--- config.mk ---
export PLATFORM = sky130hd
export DESIGN_NAME = pixel_stream_source
export DESIGN_NICKNAME = d
export VERILOG_FILES = /design/src/rtl/pixel_stream_source.sv
export SDC_FILE = /design/constraint.sdc
export NUM_CORES = 1
export LEC_CHECK = 0
export BUFFER_PORTS_ARGS = -buffer_cell sky130_fd_sc_hd__buf_2
export CAP_MARGIN = 20
export CORE_ASPECT_RATIO = 1.2
export CORE_MARGIN = 10
export CORE_UTILIZATION = 50
export DETAILED_ROUTE_END_ITERATION = 10
export PLACE_DENSITY = 0.76
export SYNTH_ARGS = -nofsm -noshare
export SYNTH_HDL_FRONTEND = slang
export SYNTH_SLANG_ARGS = --single-unit
--- constraint.sdc ---
create_clock -name clk -period 1.9 [get_ports clk]
set_input_delay 0.095 -clock clk [delete_from_list [all_inputs] [get_ports clk]]
set_output_delay 0.095 -clock clk [all_outputs]
set_load 0.02 [all_outputs]
--- src/rtl/pixel_stream_source.sv ---
// Frame pixel stream generator: emits frame_len pixels of a test pattern over valid/ready.
// Optional LFSR pattern generator compiled in with `define PIXSRC_LFSR_EN; otherwise pattern 11 acts as ramp.
//
// state     | meaning
// ----------+------------------------------------------------
// ST_IDLE   | waiting for start, outputs hold last frame info
// ST_SEND   | m_valid high, advancing pattern on each transfer
// ST_DONE   | single-cycle done pulse, then back to idle
module pixel_stream_source #(
    parameter int WIDTH = 8,
    parameter int CNT_W = 16
) (
    input  logic             clk,
    input  logic             rst,
    input  logic             start,
    input  logic [CNT_W-1:0] frame_len,
    input  logic [1:0]       pattern,
    input  logic [WIDTH-1:0] seed,
    input  logic [1:0]       mode_cfg,
    output logic             m_valid,
    input  logic             m_ready,
    output logic [WIDTH-1:0] m_data,
    output logic [1:0]       m_mode,
    output logic             m_last,
    output logic             busy,
    output logic             done,
    output logic [CNT_W-1:0] pix_count
);

    localparam logic [1:0] ST_IDLE = 2'd0;
    localparam logic [1:0] ST_SEND = 2'd1;
    localparam logic [1:0] ST_DONE = 2'd2;

    localparam logic [1:0] PAT_CONST = 2'd0;
    localparam logic [1:0] PAT_CHECK = 2'd2;
`ifdef PIXSRC_LFSR_EN
    localparam logic [1:0] PAT_LFSR  = 2'd3;
    localparam logic [WIDTH-1:0] LFSR_MASK = WIDTH'(8'hB8);
`endif

    localparam logic [WIDTH-1:0] PIX_ONE = WIDTH'(1);
    localparam logic [CNT_W-1:0] CNT_ONE = CNT_W'(1);

    logic [1:0]       state_q, state_d;
    logic [CNT_W-1:0] len_q, len_d;
    logic [1:0]       pat_q, pat_d;
    logic [1:0]       mode_q, mode_d;
    logic [WIDTH-1:0] data_q, data_d;
    logic             valid_q, valid_d;
    logic             last_q, last_d;
    logic             busy_q, busy_d;
    logic             done_q, done_d;
    logic [CNT_W-1:0] cnt_q, cnt_d;
    logic             xfer;

`ifdef PIXSRC_LFSR_EN
    function automatic logic [WIDTH-1:0] lfsr_step(input logic [WIDTH-1:0] cur);
        logic [WIDTH-1:0] s;
        s = cur >> 1;
        if (cur[0]) s = s ^ LFSR_MASK;
        return s;
    endfunction
`endif

    function automatic logic [WIDTH-1:0] first_pix(input logic [1:0] pat,
                                                   input logic [WIDTH-1:0] sd);
        logic [WIDTH-1:0] v;
        v = sd;
`ifdef PIXSRC_LFSR_EN
        // An all-zero LFSR would lock up, so a zero seed starts at 1.
        if (pat == PAT_LFSR && sd == '0) v = PIX_ONE;
`else
        if (pat == PAT_CONST) v = sd;
`endif
        return v;
    endfunction

    // Every pattern's next value is derivable from the current pixel alone.
    function automatic logic [WIDTH-1:0] next_pix(input logic [1:0] pat,
                                                  input logic [WIDTH-1:0] cur);
        logic [WIDTH-1:0] v;
        case (pat)
            PAT_CONST: v = cur;
            PAT_CHECK: v = ~cur;
`ifdef PIXSRC_LFSR_EN
            PAT_LFSR:  v = lfsr_step(cur);
`endif
            default:   v = cur + PIX_ONE;
        endcase
        return v;
    endfunction

    assign xfer = valid_q & m_ready;

    always_comb begin
        state_d = state_q;
        len_d   = len_q;
        pat_d   = pat_q;
        mode_d  = mode_q;
        data_d  = data_q;
        valid_d = valid_q;
        last_d  = last_q;
        done_d  = 1'b0;
        cnt_d   = cnt_q;
        case (state_q)
            ST_IDLE: begin
                if (start) begin
                    cnt_d = '0;
                    if (frame_len != '0) begin
                        state_d = ST_SEND;
                        len_d   = frame_len;
                        pat_d   = pattern;
                        mode_d  = mode_cfg;
                        data_d  = first_pix(pattern, seed);
                        valid_d = 1'b1;
                        last_d  = (frame_len == CNT_ONE);
                    end else begin
                        state_d = ST_DONE;
                        done_d  = 1'b1;
                    end
                end
            end
            ST_SEND: begin
                if (xfer) begin
                    cnt_d  = cnt_q + CNT_ONE;
                    data_d = next_pix(pat_q, data_q);
                    if (last_q) begin
                        state_d = ST_DONE;
                        valid_d = 1'b0;
                        last_d  = 1'b0;
                        done_d  = 1'b1;
                    end else begin
                        last_d = (cnt_d == (len_q - CNT_ONE));
                    end
                end
            end
            ST_DONE: begin
                state_d = ST_IDLE;
            end
            default: begin
                state_d = ST_IDLE;
                valid_d = 1'b0;
                last_d  = 1'b0;
            end
        endcase
        busy_d = (state_d != ST_IDLE);
    end

    always_ff @(posedge clk or negedge rst) begin
        if (!rst) begin
            state_q <= ST_IDLE;
            len_q   <= '0;
            pat_q   <= '0;
            mode_q  <= '0;
            data_q  <= '0;
            valid_q <= 1'b0;
            last_q  <= 1'b0;
            busy_q  <= 1'b0;
            done_q  <= 1'b0;
            cnt_q   <= '0;
        end else begin
            state_q <= state_d;
            len_q   <= len_d;
            pat_q   <= pat_d;
            mode_q  <= mode_d;
            data_q  <= data_d;
            valid_q <= valid_d;
            last_q  <= last_d;
            busy_q  <= busy_d;
            done_q  <= done_d;
            cnt_q   <= cnt_d;
        end
    end

    assign m_valid   = valid_q;
    assign m_data    = data_q;
    assign m_mode    = mode_q;
    assign m_last    = last_q;
    assign busy      = busy_q;
    assign done      = done_q;
    assign pix_count = cnt_q;

endmodule

* Yosys cells after proc, flatten, opt, wreduce, memory -nomap -nowiden
Cells that the tools add are included.
** Word-level totals
- Register bits after elaboration :: 50
- Input bits :: 32
- Logic and storage cells :: 64
** Operators by class
- Add/sub/neg operators :: 3
- Eq/ne operators :: 10
- Mux-type cells :: 28
- Bitwise operators :: 3
- Reductions and logical operators :: 10
** Operator list (count)
- $mux W16 :: 2
- $pmux W16 S2 :: 1
- $pmux W8 S2 :: 2
- $mux W8 :: 3
- $add A16 B1 Y16 const B :: 1
- $eq A16 B1 Y1 const B :: 1
- $eq A16 B16 Y1 :: 1
- $reduce_bool A16 Y1 :: 1
- $sub A16 B1 Y16 const B :: 1
- $mux W1 :: 12
- $ne A2 B2 Y1 const B :: 5
- $reduce_and A5 Y1 :: 2
- $add A8 B1 Y8 const B :: 1
- $mux W2 :: 4
- $not A8 Y8 :: 1
- $pmux W1 S3 :: 2
- $reduce_and A3 Y1 :: 2
- $eq A2 B2 Y1 const B :: 2
- $logic_not A2 Y1 :: 2
- $pmux W2 S2 :: 1
- $reduce_and A4 Y1 :: 1
- $reduce_bool A2 Y1 :: 2
- $eq A2 B1 Y1 const B :: 1
- $pmux W1 S2 :: 1
- other kinds (2) :: 2

* Longest topological paths before layout
Gate-level depths: netlist of run 1.
- Word-level depth :: 5
- Mapped depth :: 9
- Depth with buffers taken out :: 9

* Worst setup path before layout of run 1
No wires, ideal clock.
- Kind :: register to register
- Start point :: register cnt_q[0], in the netlist pix_count[0]
- End point :: register last_q, in the netlist m_last
- Arrival :: 1.938 ns
- Data required time :: 1.776 ns
- Slack :: -0.162 ns
- Stages on the path, launching flop included :: 9
- Path buffers :: 0
- Clock period less this slack :: 2.062 ns
- Cells stage by stage :: dfrtp_1 ha_1 nand2_1 nor4_4 xor2_2 mux2i_1 o2111ai_2 o211ai_1 o21ai_1
** On the way
- Cells in the longest elaborated chain, start to end :: 5
** RTL lines
- start, declared :: RTL line 53 : logic [CNT_W-1:0] cnt_q, cnt_d;
- start signal, assigned :: RTL line 171 : cnt_q <= cnt_d;
- $add A16 B1 Y16 :: RTL line 125 : cnt_d = cnt_q + CNT_ONE;
- $eq A16 B16 Y1 :: RTL line 133 : last_d = (cnt_d == (len_q - CNT_ONE));
- $mux W1 :: RTL line 127 : if (last_q) begin
- $mux W1 :: RTL line 124 : if (xfer) begin
- $pmux W1 S3 :: RTL line 105 : case (state_q)
- end signal, assigned :: RTL line 168 : last_q <= last_d;
- end, declared :: RTL line 50 : logic last_q, last_d;
Every way passes these cells. The select of a mux whose other input is x is not followed.
A chain may end at the register's enable or synchronous reset.

* Worst setup path in the final report of run 1
Ends and elaborated chain as after synthesis.

==> results.yml, run 1 <==
place:
  gp_routability_congestion: 0.8884
  place_hpwl_um: 6200
  numPortBuffers: 61
  place_area_um2: 3759
synth:
  synth_most_common_cell: "dfrtp_1"
  synth-edff-count: 0
  yosysTopAreaCell: "dfrtp_1"
  synth_top_area_share: 0.4144
  synth_fa_ha_area_frac: 0.01243
  synth_xor_area_frac: 0.1239
  ys_seq_area_frac: 0.4144
  async_reset_ff_frac: 1.000
  synth-compound-area-share: 0.1289
  ys_ff_latch: 50
  yosys_warnings: 0
  synthTopCellsByCount: "dfrtp_1, xnor2_1, nor2_1, o21ai_0, mux2_2"
  synth-simple-area-share: 0.2068
  muxShareOfSynthArea: 0.08123
  synth_area_leaders: "dfrtp_1, xnor2_1, mux2_2, o21ai_0, xor2_1"
  ys.flop_type: "dfrtp_1"
  ys_types: 47
  avgSynthCellArea_um2: 9.464
  synth_top_family_by_area: "simple AND/OR/NAND/NOR gates"
  netlist_instances: 319
  syn-cell-area_um2: 3019
  synth_fp_nets: 354
routing:
  wl_met1_um: 3669
  vias: 2813
  drt-initial-drc-count: 135
  wl_per_cell_um: 16.63
  routed_wl_um: 8381
  highest_layer: "met4"
  route.detailed.drc: 0
  vias_per_cell: 5.581
  dr.pass1.iters: 5
  ant_nets: 0
  dr_wl_met2_um: 4240
  wl_met3_um: 330
outcome:
  status: "finished with violations"
  violations: "setup timing"
worst_setup_path:
  reg2regPathDepth: 8
  endpoint_kind: "flop"
  timing.rr.start: "pix_count[0]$_DFFE_PN0P_"
  r2r_end: "m_last$_DFFE_PN0P_"
  ff2ff_setup_slack_ns: -0.1
  critPathKind: "reg -> reg"
  critPathRequiredTime_ns: 2.15
  critPathLaunchType: "flop"
  startpoint: "pix_count[0]$_DFFE_PN0P_"
  cp_max_fo: 5
  critPathArrivalTime_ns: 2.25
  cp-endpoint: "m_last$_DFFE_PN0P_"
layout:
  fin_area_um2: 4021
  post-route-util: 0.7002
  syn_to_final_growth_pct: 33.20
  multi_input_area_um2: 1812
  final_layout_size_suffix_gt1_frac: 0.4175
  fin_nets: 458
  diodes: 0
  seq_area_um2: 1265
  fill_cells: 427
sta:
  maxSlewHeadroom: 0.6548
  max_freq_mhz: 501.2
  fin_crit_sh: 1.050
  worst_pin_slew_ns: 0.5178
  period_minus_slack_ns: 1.995
  finalHoldViolCount: 0
  rsz0062_at_grt: "yes"
  tns_ns: -0.09512
  drv_slew: 0
  setup_ws_ns: -0.09512
  setup_violations: 1
  skew_ns: 0.01703
die:
  die_y_um: 105.1
  rows: 30
  chipWidth_um: 90.94
  start_util: 0.5257
  die_area_um2: 9559
  ios: 62
  core_um2: 5743
global_route:
  grt_pass1_vias: 2886
  overflow: 0
  grt_pass1_wl_um: 13540
  antenna_found_initial: 0
  grt_usage: 0.1656
  grt_max_degree: 31
clock_tree:
  cts_made_buffers: 5
  clk_pin_slew_ns: 0.10
  cts_buffer_depth: 2
  clk_latency_ns: 0.32
  clock-sinks: 50
  cts_tree: "built"
  htreeDepth: 2
  root_buffer: "clkbuf_8"
hold_path:
  hp-class: "in -> reg"
power:
  p_per_area_nw_per_um2: 1421
  vdd_drop_max_mv: 0.8464
  leakage_nw: 1.817
run:
  max-cap-violations: 0
layout by cell type (no fill, tap or decap), types with 2 or more instances in the layout:
cell      instances
nor4_2            3
nor2_1           23
or4_4             2
or2_2             2
inv_2             2
nor2b_1           3
and2_1            2
xor2_1           11
o22ai_1           7
o31a_1            2
or3_1             2
dfrtp_2          11
o211ai_1          2
nor4_1            6
nand4_1           7
xor2_2            3
nand2b_1          2
and3_1            3
mux2_2           20
nor3_4            2
buf_2            61
o21ai_0          23
inv_1             8
dfrtp_1          39
a21oi_1          18
xnor2_1          26
nand2_1          18
mux2i_1           2
nand3_1          12
nor3_1           13
a211oi_1          3
nor4_4            3
ha_4              2
buf_12            2
clkbuf_8          6
buf_4            47
o31ai_1           4
registers in the layout, indices dropped and copies added (netlist names):
signal / flops
pix_count: 16
len_q: 16
m_data: 8
state_q: 2
pat_q: 2
busy: 1
m_valid: 1
done: 1
m_last: 1
m_mode: 2
worst min path at each step:
stage | startpoint | depth (start not counted) | to | slack (ns)
global placement | rst | 1 | pix_count[14]$_DFFE_PN0P_ | 0.09
CTS | pattern[1] | 2 | pat_q[1]$_DFFE_PN0P_ | 0.003
global route | mode_cfg[0] | 2 | m_mode[0]$_DFFE_PN0P_ | 0.01
floorplan | rst | 0 | busy$_DFF_PN0_ | -0.20
finish | mode_cfg[0] | 2 | m_mode[0]$_DFFE_PN0P_ | 0.01
detailed placement | rst | 1 | pix_count[13]$_DFFE_PN0P_ | 0.10
logic make-up (layout without fill, tap and decap cells):
kind of cell | after synthesis | count (layout)
buf+inv | 24 | 129
fa+ha+maj | 3 | 3
compound gates | 65 | 65
simple gates | 114 | 114
flops | 50 | 50
mux | 22 | 22
xor+xnor | 41 | 41
where the power goes:
| part | leakage, nW | internal (mW) | switching [mW] |
|---|---|---|---|
| Sequential | 0.619 | 1.43 | 0.419 |
| Combinational | 1.15 | 1.51 | 1.67 |
| Clock | 0.0478 | 0.300 | 0.385 |
repair_timing:
item                                    CTS  global route
gates resized for setup                   6            13
setup buffers                             4             3
hold buffers                              1             0
hold endpoints to repair                 20             0
pin swaps                                 8             8
endpoints found under the setup margin    1             1
routing by layer:
layer,vias up,GRT usage
li1,1352,-
met1,1366,0.1962
met2,82,0.2929
met3,13,0.03293
met4,0,0.04933
met5,-,0
per-stage QoR:
step	power [mW]	instances	setup WS, ns	hold slack (ns)
final	5.715	504	-0.09512	0.01015
after floorplan	3.743	319	-0.03142	-0.2006
after global routing	6.095	504	-0.2099	0.009502
after global placement	4.577	488	-0.07050	0.09454
after detailed placement	4.682	488	-0.1097	0.1005
after CTS	5.466	501	-0.03283	0.003282
cell type report:
| class | instances | area share |
|---|---|---|
| clock buffer | 6 | 0.02054 |
| clock inverter | 2 | 0.004045 |
| inverter | 10 | 0.009334 |
| multi-input combinational | 245 | 0.4505 |
| sequential | 50 | 0.3146 |
| tap | 80 | 0.02489 |
| timing repair buffer | 111 | 0.1761 |
worst max-delay path, stage by stage (launching register included):
cell and delay (ns):
dfrtp_2 0.45, ha_4 0.19, nand3_1 0.08, xor2_1 0.30, xor2_1 0.26, xnor2_1 0.11
o31ai_1 0.27, o211ai_1 0.15, o21ai_1 0.13
Power figures use the tool's default switching activity.
==> run 2: changes to the inputs <==
--- a/config.mk
+++ b/config.mk
@@ -11,6 +11,7 @@
 export CORE_MARGIN = 10
 export CORE_UTILIZATION = 50
 export DETAILED_ROUTE_END_ITERATION = 10
+export HOLD_SLACK_MARGIN = 0.1
 export PLACE_DENSITY = 0.76
 export SYNTH_ARGS = -nofsm -noshare
 export SYNTH_HDL_FRONTEND = slang
==> run 2 against run 1 <==
  * The flow still finishes with violations (setup timing)
  * Sequential cell count did not move
  * Register-to-register slack got worse by 0.04 ns
  * Maximum frequency fell by 2.1%
  * Hold slack improved by 0.13 ns
  * Clock power rose by 0.7%
  * Wire length rose by 9.3%
  * Clock skew fell by 0.0023 ns
  * Critical path type unchanged
==> results.yml, run 2 (synthesized netlist as in run 1, its figures left out) <==
outcome:
  status: "finished with violations"
  violations: "setup timing"
routing:
  routed_wl_um: 9157
  drt-initial-drc-count: 185
  wl_per_cell_um: 17.28
  vias_per_cell: 5.640
  ant_nets: 0
  route.detailed.drc: 0
  dr.pass1.iters: 5
  vias: 2989
layout:
  layout_commonest_cell: "buf_2"
  final_layout_size_suffix_gt1_frac: 0.3911
  finalNonFillerCells: 530
  fill_cells: 387
  fin_nets: 484
  syn_to_final_growth_pct: 41.94
  final_cell_mix: "buf_2, buf_4, dfrtp_1, dlygate4sd3_1, xnor2_1"
  fin_area_um2: 4285
  diodes: 0
  seq_area_um2: 1266
  multi_input_area_um2: 1805
sta:
  finalHoldViolCount: 0
  max_freq_mhz: 490.5
  fin_crit_sh: 1.073
  rsz0062_at_grt: "yes"
  maxSlewHeadroom: 0.6595
  skew_ns: 0.01469
  worst_pin_slew_ns: 0.5108
  drv_slew: 0
  setup_violations: 1
  setup_ws_ns: -0.1388
  period_minus_slack_ns: 2.039
clock_tree:
  clock-sinks: 50
  root_buffer: "clkbuf_8"
  clk_latency_ns: 0.32
  clk_pin_slew_ns: 0.10
  cts_made_buffers: 5
  cts_buffer_depth: 2
  cts_tree: "built"
  htreeDepth: 2
power:
  vdd_drop_max_mv: 0.9224
  leakage_nw: 1.922
  total_power_mw: 5.827
  p_per_area_nw_per_um2: 1360
worst_setup_path:
  critPathLaunchType: "flop"
  path_cells: "ha_4, nand3_1, xor2_1, xor2_1, xnor2_1, o31ai_1, o211ai_1, o21ai_1"
  reg2regPathDepth: 8
  critPathKind: "reg -> reg"
  endpoint_kind: "flop"
  cpPeakStageDelay_ns: 0.45
  cp_max_fo: 5
  ff2ff_setup_slack_ns: -0.14
  timing.rr.start: "pix_count[0]$_DFFE_PN0P_"
  worst_path_most_repeated_cell: "xor2_1"
  critPathRequiredTime_ns: 2.15
  critPathArrivalTime_ns: 2.29
  r2r_end: "m_last$_DFFE_PN0P_"
  cp-endpoint: "m_last$_DFFE_PN0P_"
  startpoint: "pix_count[0]$_DFFE_PN0P_"
  slowest_stage: "dfrtp_2"
die:
  ios: 62
  die_area_um2: 9559
  rows: 30
  core_um2: 5743
  start_util: 0.5257
  chipWidth_um: 90.94
  die_y_um: 105.1
run:
  max-cap-violations: 0
global_route:
  grt_pass1_wl_um: 14330
  overflow: 0
  antenna_found_initial: 0
  grt_usage: 0.1765
  grt_pass1_vias: 3060
  grt_max_degree: 31
place:
  place_hpwl_um: 6200
  dp_cells: 488
  numPortBuffers: 61
  dp_worst_setup_slack_ns: -0.1097
  gp_routability_congestion: 0.8884
  place_area_um2: 3759
hold_path:
  hold_depth: 3
  hp-class: "in -> reg"
## run 2: what timing repair did
item	in CTS	in global routing
setup buffers	4	1
gates resized for setup	6	14
setup endpoints to repair	1	1
hold endpoints to repair	48	0
pin swaps	8	7
hold buffers	29	0
## run 2: area by class of cell
cell class	instances	area share
Inverter	10	0.008759
Sequential cell	50	0.2955
Timing Repair Buffer	137	0.2280
Multi-Input combinational cell	245	0.4213
Tap cell	80	0.02336
Clock inverter	2	0.003796
Clock buffer	6	0.01927
## run 2: worst max-delay path, delay by kind of cell, from the launching register on
family          cells  cell delay (ns)
simple gates        1             0.08
flops               1             0.45
compound gates      3             0.61
xor+xnor            3             0.66
fa+ha+maj           1             0.19
## run 2: worst min-delay path by stage
stage / from / slack, ns / to
after global placement: rst / 0.09 / pix_count[14]$_DFFE_PN0P_
after CTS: seed[2] / 0.10 / m_data[2]$_DFFE_PN0P_
after detailed placement: rst / 0.10 / pix_count[13]$_DFFE_PN0P_
final: seed[2] / 0.14 / m_data[2]$_DFFE_PN0P_
after floorplan: rst / -0.20 / busy$_DFF_PN0_
after global routing: seed[2] / 0.12 / m_data[2]$_DFFE_PN0P_
## run 2: power by group
group / leakage [nW] / switching [mW] / internal (mW) / total, mW
combinational: 1.26 / 1.74 / 1.53 / 3.27
sequential: 0.618 / 0.436 / 1.43 / 1.86
clock: 0.0478 / 0.390 / 0.301 / 0.691
## run 2: per-layer routing
layer	part of all wire	global-route usage
met5	0	0
met4	0.027	0.06839
met1	0.41	0.2018
met3	0.054	0.04080
met2	0.51	0.3097
## run 2: metrics by stage
stage	hold WS, ns	TNS, ns	utilization
3_3_place_gp	0.09454	-1.396	0.6545
5_1_grt	0.1195	-0.2627	0.7462
4_1_cts	0.1024	-0.03283	0.7325
3_5_place_dp	0.1005	-0.7563	0.6545
2_1_floorplan	-0.2006	-0.03142	-
6_report	0.1355	-0.1388	0.7462
==> run 3: changes to the inputs <==
--- a/config.mk
+++ b/config.mk
@@ -7,9 +7,11 @@
 export LEC_CHECK = 0
 export BUFFER_PORTS_ARGS = -buffer_cell sky130_fd_sc_hd__buf_2
 export CAP_MARGIN = 20
+export CELL_PAD_IN_SITES_DETAIL_PLACEMENT = 1
+export CELL_PAD_IN_SITES_GLOBAL_PLACEMENT = 1
 export CORE_ASPECT_RATIO = 1.2
 export CORE_MARGIN = 10
-export CORE_UTILIZATION = 50
+export CORE_UTILIZATION = 38
 export DETAILED_ROUTE_END_ITERATION = 10
 export HOLD_SLACK_MARGIN = 0.1
 export PLACE_DENSITY = 0.76
==> run 3 against run 2 <==
  * The flow still finishes with violations (setup timing)
  * Largest power group unchanged
  * Sequential cell count is the same
  * Critical path depth shrank 1
  * Core utilization shrank 18 points
  * Clock power grew 13%
  * Combinational power grew 3%
  * Register-to-register slack gained 0.02 ns
  * Maximum frequency grew 0.91%
  * Die area grew 25%
  * Non-clock buffer count grew 12
==> results.yml, run 3 (synthesized netlist as in run 1, its figures left out) <==
sta:
  period_minus_slack_ns: 2.020
  max_freq_mhz: 494.9
  holdWs_ns: 0.1194
  setup_ws_ns: -0.1205
  finalHoldViolCount: 0
  worst_pin_slew_ns: 0.6289
  maxSlewHeadroom: 0.5807
  skew_ns: 0.003461
  rsz0062_at_grt: "yes"
  fin_crit_sh: 1.063
  drv_slew: 0
  setup_violations: 1
routing:
  ant_nets: 0
  routed_wl_um: 10030
  wl_per_cell_um: 18.14
  drt-initial-drc-count: 95
  dr.pass1.iters: 4
  vias: 2969
  vias_per_cell: 5.369
  route.detailed.drc: 0
global_route:
  antenna_found_initial: 0
  grt_pass1_vias: 3327
  grt_usage: 0.1705
  overflow: 0
  grt_max_degree: 28
  grt_pass1_wl_um: 16910
layout:
  fin_area_um2: 4362
  syn_to_final_growth_pct: 44.47
  diodes: 0
  layout_commonest_cell: "buf_2"
  fin_nets: 496
  fill_cells: 917
  final_layout_size_suffix_gt1_frac: 0.3991
  finalNonFillerCells: 553
  final_cell_mix: "buf_2, buf_4, dfrtp_1, dlygate4sd3_1, xnor2_1"
die:
  die_area_um2: 11930
  rows: 35
  die_y_um: 117.6
  core_um2: 7707
  ios: 62
  start_util: 0.3917
  chipWidth_um: 101.4
clock_tree:
  cts_buffer_depth: 2
  clock-sinks: 50
  root_buffer: "clkbuf_8"
  cts_tree: "built"
  cts_made_buffers: 5
  clk_latency_ns: 0.30
  htreeDepth: 2
  clk_pin_slew_ns: 0.09
power:
  vdd_drop_max_mv: 0.6882
  leakage_nw: 1.988
  p_per_area_nw_per_um2: 1366
  total_power_mw: 5.957
place:
  place_hpwl_um: 7358
  dp_cells: 517
  place_area_um2: 3901
  numPortBuffers: 61
  gp_routability_congestion: 0.8629
  dp_worst_setup_slack_ns: -0.1383
hold_path:
  hp-class: "in -> reg"
worst_setup_path:
  critPathRequiredTime_ns: 2.13
  cp_max_fo: 4
  endpoint_kind: "flop"
  critPathKind: "reg -> reg"
  critPathArrivalTime_ns: 2.25
  critPathLaunchType: "flop"
outcome:
  status: "finished with violations"
  violations: "setup timing"
run:
  max-cap-violations: 0
run 3: changes by cell type in the layout (fill, tap and decap cells not counted), sizes merged:
cell         before  now
buf             108  122
bufinv            0    1
clkinvlp          1    0
dlygate4sd3      29   27
inv              11   10
run 3: cell type report:
class,instances,area (um2),share of cell area
clock buffers,6,82.58,0.01893
clock inverters,1,30.03,0.006885
inverters,10,37.54,0.008606
multi-input cells,245,1773,0.4065
flip-flops and latches,50,1265,0.2900
well taps,92,115.1,0.02639
repair buffers,149,1059,0.2427
run 3: worst paths after layout:
path / from / end / slack (ns) / cells after the start
min in group asynchronous: rst / pix_count[12]$_DFFE_PN0P_ / 0.34 / 2
min: seed[1] / m_data[1]$_DFFE_PN0P_ / 0.12 / 3
min reg2reg: m_mode[0]$_DFFE_PN0P_ / m_mode[0]$_DFFE_PN0P_ / 0.51 / 1
max in group asynchronous: rst / pix_count[7]$_DFFE_PN0P_ / 0.99 / 3
max: len_q[1]$_DFFE_PN0P_ / m_last$_DFFE_PN0P_ / -0.12 / 7
max reg2reg: len_q[1]$_DFFE_PN0P_ / m_last$_DFFE_PN0P_ / -0.12 / 7
run 3: where the power goes:
| part | leakage (nW) | switching [mW] | total, mW | internal (mW) |
|---|---|---|---|---|
| sequential | 0.619 | 0.384 | 1.81 | 1.43 |
| clock | 0.0573 | 0.358 | 0.780 | 0.422 |
| combinational | 1.31 | 1.77 | 3.37 | 1.60 |
| total | 1.99 | 2.51 | 5.96 | 3.45 |
run 3: critical path, cell delays in order (launching register included):
cell     delay, ns
dfrtp_1       0.43
or3_1         0.41
nor3_1        0.22
xor2_1        0.20
xnor2_1       0.11
nor4_2        0.30
nand4_1       0.13
o21ai_1       0.16
run 3: routing by layer:
metal | GRT usage | vias to the layer above | wire length [um]
li1 | - | 1423 | -
met1 | 0.2079 | 1470 | 4191
met3 | 0.03230 | 14 | 412
met2 | 0.2943 | 62 | 5271
met5 | 0 | - | 0
met4 | 0.04363 | 0 | 158
run 3: what timing repair did:
| action | 4_1_cts | 5_1_grt |
|---|---|---|
| hold buffers | 27 | 0 |
| endpoints found under the hold margin | 49 | 0 |
| endpoints found under the setup margin | 1 | 4 |
| setup buffers | 2 | 0 |
| pin swaps | 1 | 2 |
| gates resized for setup | 3 | 10 |
run 3: through the flow:
step,util,TNS (ns)
6_report,0.5659,-0.1205
4_1_cts,0.5602,-0.1260
5_1_grt,0.5659,-0.2620
2_1_floorplan,-,-0.03142
3_5_place_dp,0.5062,-2.056
3_3_place_gp,0.5062,-1.922
